===== src/rtl/fifo_buffer_fwft.sv =====
// First-word-fall-through FIFO with a full-range occupancy count, programmable
// almost-full/almost-empty thresholds, synchronous flush and sticky error flags.
module fifo_buffer_fwft #(
    parameter int DATA_WIDTH = 36,
    parameter int ADDR_WIDTH = 5,
    parameter int AF_THRESH  = 2**ADDR_WIDTH - 2,
    parameter int AE_THRESH  = 1
) (
    input  logic                  clk,
    input  logic                  reset,
    input  logic [DATA_WIDTH-1:0] data_i,
    input  logic                  wren_i,
    input  logic                  rden_i,
    input  logic                  flush_i,
    input  logic                  err_clr_i,
    output logic [DATA_WIDTH-1:0] data_o,
    output logic                  empty_o,
    output logic                  full_o,
    output logic                  almost_empty_o,
    output logic                  almost_full_o,
    output logic [ADDR_WIDTH:0]   count_o,
    output logic                  overflow_o,
    output logic                  underflow_o
);
    localparam int CW = ADDR_WIDTH + 1;
    localparam int DEPTH = 2**ADDR_WIDTH;
    localparam logic [CW-1:0] DEPTH_C = CW'(DEPTH);
    localparam logic [CW-1:0] AF_C    = CW'(AF_THRESH);
    localparam logic [CW-1:0] AE_C    = CW'(AE_THRESH);

    logic [DATA_WIDTH-1:0] mem_q [DEPTH];
    logic [ADDR_WIDTH-1:0] rd_ptr_q, rd_ptr_d;
    logic [ADDR_WIDTH-1:0] wr_ptr_q, wr_ptr_d;
    logic [CW-1:0]         count_q, count_d;
    logic                  ovf_q, ovf_d;
    logic                  udf_q, udf_d;
    logic                  rd_acc, wr_acc, wr_en;

    // Handshake: a write is taken when wren_i && (!full_o || a read is taken the
    // same cycle); data_o is valid whenever !empty_o and rden_i pops it at the edge.
    assign empty_o        = (count_q == '0);
    assign full_o         = (count_q == DEPTH_C);
    assign almost_empty_o = (count_q <= AE_C);
    assign almost_full_o  = (count_q >= AF_C);
    assign count_o        = count_q;
    assign overflow_o     = ovf_q;
    assign underflow_o    = udf_q;
    assign data_o         = empty_o ? '0 : mem_q[rd_ptr_q];

    always_comb begin
        rd_acc   = rden_i & ~empty_o;
        wr_acc   = wren_i & (~full_o | rd_acc);
        rd_ptr_d = rd_ptr_q;
        wr_ptr_d = wr_ptr_q;
        count_d  = count_q;
        wr_en    = 1'b0;
        ovf_d    = err_clr_i ? 1'b0 : ovf_q;
        udf_d    = err_clr_i ? 1'b0 : udf_q;
        if (flush_i) begin
            rd_ptr_d = '0;
            wr_ptr_d = '0;
            count_d  = '0;
        end else begin
            wr_en = wr_acc & ~reset;
            if (rd_acc) rd_ptr_d = rd_ptr_q + ADDR_WIDTH'(1);
            if (wr_acc) wr_ptr_d = wr_ptr_q + ADDR_WIDTH'(1);
            if (wr_acc & ~rd_acc)      count_d = count_q + CW'(1);
            else if (rd_acc & ~wr_acc) count_d = count_q - CW'(1);
            // A new error event outranks a same-cycle clear.
            if (wren_i & ~wr_acc) ovf_d = 1'b1;
            if (rden_i & ~rd_acc) udf_d = 1'b1;
        end
    end

    always_ff @(posedge clk) begin
        if (reset) begin
            rd_ptr_q <= '0;
            wr_ptr_q <= '0;
            count_q  <= '0;
            ovf_q    <= 1'b0;
            udf_q    <= 1'b0;
        end else begin
            rd_ptr_q <= rd_ptr_d;
            wr_ptr_q <= wr_ptr_d;
            count_q  <= count_d;
            ovf_q    <= ovf_d;
            udf_q    <= udf_d;
        end
    end

    always_ff @(posedge clk) begin
        if (wr_en) mem_q[wr_ptr_q] <= data_i;
    end
endmodule

===== config.mk =====
export PLATFORM = sky130hd
export DESIGN_NAME = fifo_buffer_fwft
export DESIGN_NICKNAME = d
export VERILOG_FILES = /design/src/rtl/fifo_buffer_fwft.sv
export SDC_FILE = /design/constraint.sdc
export NUM_CORES = 1
export LEC_CHECK = 0
export BUFFER_PORTS_ARGS = -buffer_cell sky130_fd_sc_hd__buf_2
export CELL_PAD_IN_SITES_DETAIL_PLACEMENT = 1
export CELL_PAD_IN_SITES_GLOBAL_PLACEMENT = 1
export CORE_ASPECT_RATIO = 0.75
export CORE_MARGIN = 1
export CORE_UTILIZATION = 31
export DETAILED_ROUTE_END_ITERATION = 6
export PLACE_DENSITY = 0.6
export SKIP_LAST_GASP = 1
export SYNTH_ARGS = -nofsm -noshare
export SYNTH_HDL_FRONTEND = slang
export SYNTH_SLANG_ARGS = --single-unit

===== constraint.sdc =====
create_clock -name clk -period 3.16 [get_ports clk]
set_input_delay 0.316 -clock clk [delete_from_list [all_inputs] [get_ports clk]]
set_output_delay 0.316 -clock clk [all_outputs]
set_load 0.05 [all_outputs]

==> metrics.txt <==
Final Instance Area 0.0550 mm^2; main area contributors after synthesis edfxtp_1 (77%), mux4_2 (13%), mux2i_1 (3.3%); relative slew slack 12.7%; top cells by count, synth edfxtp_1 (1152), mux4_2 (252), mux2i_1 (147), nor2_1 (55), clkbuf_1 (47); Synth warnings 0; # IOs 90; Top FF cell, synth edfxtp_1; leading area contributor after synthesis edfxtp_1; Max-cap violations 0; Worst Setup Start Kind flop; CP Data Required Time 2.84 ns; GRT Overall Usage between 10% and 20%; CP Data Arrival Time 3.00 ns; Layout area overhead 22.1%; TritonCTS Buffers 114; Yosys cell types between 40 and 50; routed vias/inst 5.28; fin util 38.3%; gr busiest metal met2; leak pwr around 17 nW; unrepaired setup endpoints after global routing yes; Post-Syn Nets 2075; via count 22800; largest net degree at the start of global routing 61; Fin. Hold Viols 0; row cnt 120; ys async rst share 0%; Congestion Overflow GR 0; core area 0.144 mm^2; initial antenna violation count 10; global placement routability congestion between 0.8 and 0.9; status finished with violations; die area ~0.15 mm^2; DRC violations left 0; Initial Util 31.4%; DIE HEIGHT around 330 um; clock skew around 0.024 ns; Post-Syn Area between 0.04 and 0.05 mm^2; placement-stage cell area 0.0497 mm^2; met3 Use GR 3.33%; Max VDD drop approximately 0.45 mV; Synth Instances a little over 2000; routed wire length 130000 um; total power 33.4 mW; H-tree depth 3; DR WL/cell 30.2 um; met2 Use GR 27.5%; clk sinks 1175; IO Port Bufs around 90; Post-synth EDFFs ~1200; Iteration-0 DRC Markers 2390; sequential area share after synthesis between 70 and 80%; worst-skew pair later-pin latency 0.73 ns; Pwr Density between 600 and 700 mW/mm^2; Worst Tran Pin Value 1.31 ns; worst min-delay path category in -> reg; Crit. End Element primary output; #FFs+latches synth 1175; failing checks setup timing; Setup-failing EPs final 32; proportion of layout cells with a drive suffix above 1 34.2%; root buffer cell clkbuf_16; Final Cycle Share 105%; drt first pass iters 7; CTS tree yes; Synth top area share 76.8%; vias in the first global route around 24000; CP max FO 4; Max clock buf depth 3; hpwl dp 73700 um; first-pass GRT wire length 182000 um; grt met1 use ~25%; antenna viol nets, final 0; Tmin final about 3.3 ns; Pins Over Slew Limit 0; DIE WIDTH 442 um; Max Clk Rate 301 MHz; Final WS setup -0.159 ns; most numerous cell in the Yosys netlist edfxtp_1; nets@finish 2377; Mean Syn Cell Area 22.3 um^2; clock slew at reported path FFs 0.07 ns; WS Path Type reg -> out
[flip-flops by register name (all words and copies together), names as in the netlist, named ones only]
name	cells
underflow_o	1
wr_ptr_q	5
mem_q	1152
count_o	6
overflow_o	1
rd_ptr_q	5
[through the flow]
step                TNS (ns)  hold WS [ns]  cells  setup WS, ns
floorplan             -96.10         0.415   2022       -0.0864
global placement           0         0.461   4026         0.148
detailed placement         0         0.465   4026        0.0361
CTS                    -5.64     0.0000977   4297        -0.200
global route           -6.40        0.0404   4313        -0.255
finish                 -2.68        0.0457   4314        -0.159
[what timing repair did]
| item | in CTS | in global routing |
|---|---|---|
| setup buffers | 42 | 7 |
| gates resized for setup | 127 | 32 |
| endpoints found under the hold margin | 4 | 0 |
| setup endpoints to repair | 36 | 48 |
| pin swaps | 32 | 15 |
| cloned | 13 | 6 |
| hold buffers | 6 | 0 |
[layout make-up]
| type | instances | area [um^2] |
|---|---|---|
| Tap cell | 1891 | 2370 |
| Clock buffer | 143 | 3030 |
| Fill cell | 13700 | 88500 |
| Timing Repair Buffer | 303 | 3920 |
| Inverter | 7 | 31.3 |
| Antenna cell | 5 | 12.5 |
| Clock inverter | 67 | 462 |
| Multi-Input combinational cell | 723 | 10100 |
| Sequential cell | 1175 | 35100 |
[cells by family after synthesis]
group	share of synthesized area, %
AOI/OAI and AO/OA	3.27
xor gates and xnor gates	0.214
adders and majority gates	0.305
buffers and inverters	1.44
DFF	77.8
muxes	15.9
and+or+nand+nor	1.11
[path summary, 6_finish.rpt]
check,cells after the start,endpoint,startpoint,slack (ns)
worst min-delay path,4,wr_ptr_q[4]$_SDFFE_PP0P_,reset,0.05
worst max register to register,9,mem_q[1][15]$_DFFE_PP_,count_o[0]$_SDFFE_PP0P_,0.11
worst max-delay path,9,data_o[28],flop,-0.16
worst min register to register,2,rd_ptr_q[4]$_SDFFE_PP0N_,rd_ptr_q[4]$_SDFFE_PP0N_,0.55
[worst max-delay path, stage by stage (launching register included)]
cell and delay, ns:
dfxtp_4 0.38, buf_4 0.19, buf_4 0.18, buf_4 0.17, mux4_2 0.52, mux2i_1 0.17, a221o_1 0.23, a31oi_1 0.06
buf_4 0.22, buf_12 0.15
[power breakdown]
part           switching (mW)  total (mW)  internal [mW]
Clock                    5.87        13.0           7.09
Combinational            1.94        3.27           1.33
Sequential             0.0255        17.2           17.1
[cells in the final DEF (no fill, tap or decap), types with 16 or more instances in the layout]
cell type	count
a221o_1	36
a221oi_1	23
a22oi_1	20
a22oi_2	16
a31oi_1	17
buf_12	89
buf_16	21
buf_2	53
buf_4	107
buf_6	17
clkbuf_1	26
clkbuf_16	122
clkinv_1	30
clkinv_2	22
dfxtp_1	18
edfxtp_1	1152
mux2i_1	126
mux4_2	252
nand2_1	20
nor2_1	20
nor2_4	35
[layer usage]
| layer | up-vias | part of all wire, % |
|---|---|---|
| li1 | 9256 | - |
| met1 | 12500 | 44 |
| met2 | 861 | 47 |
| met3 | 185 | 7.5 |
| met4 | 2 | 2.0 |
| met5 | - | 0.010 |
No activity file was read; power rests on OpenSTA's default activity.
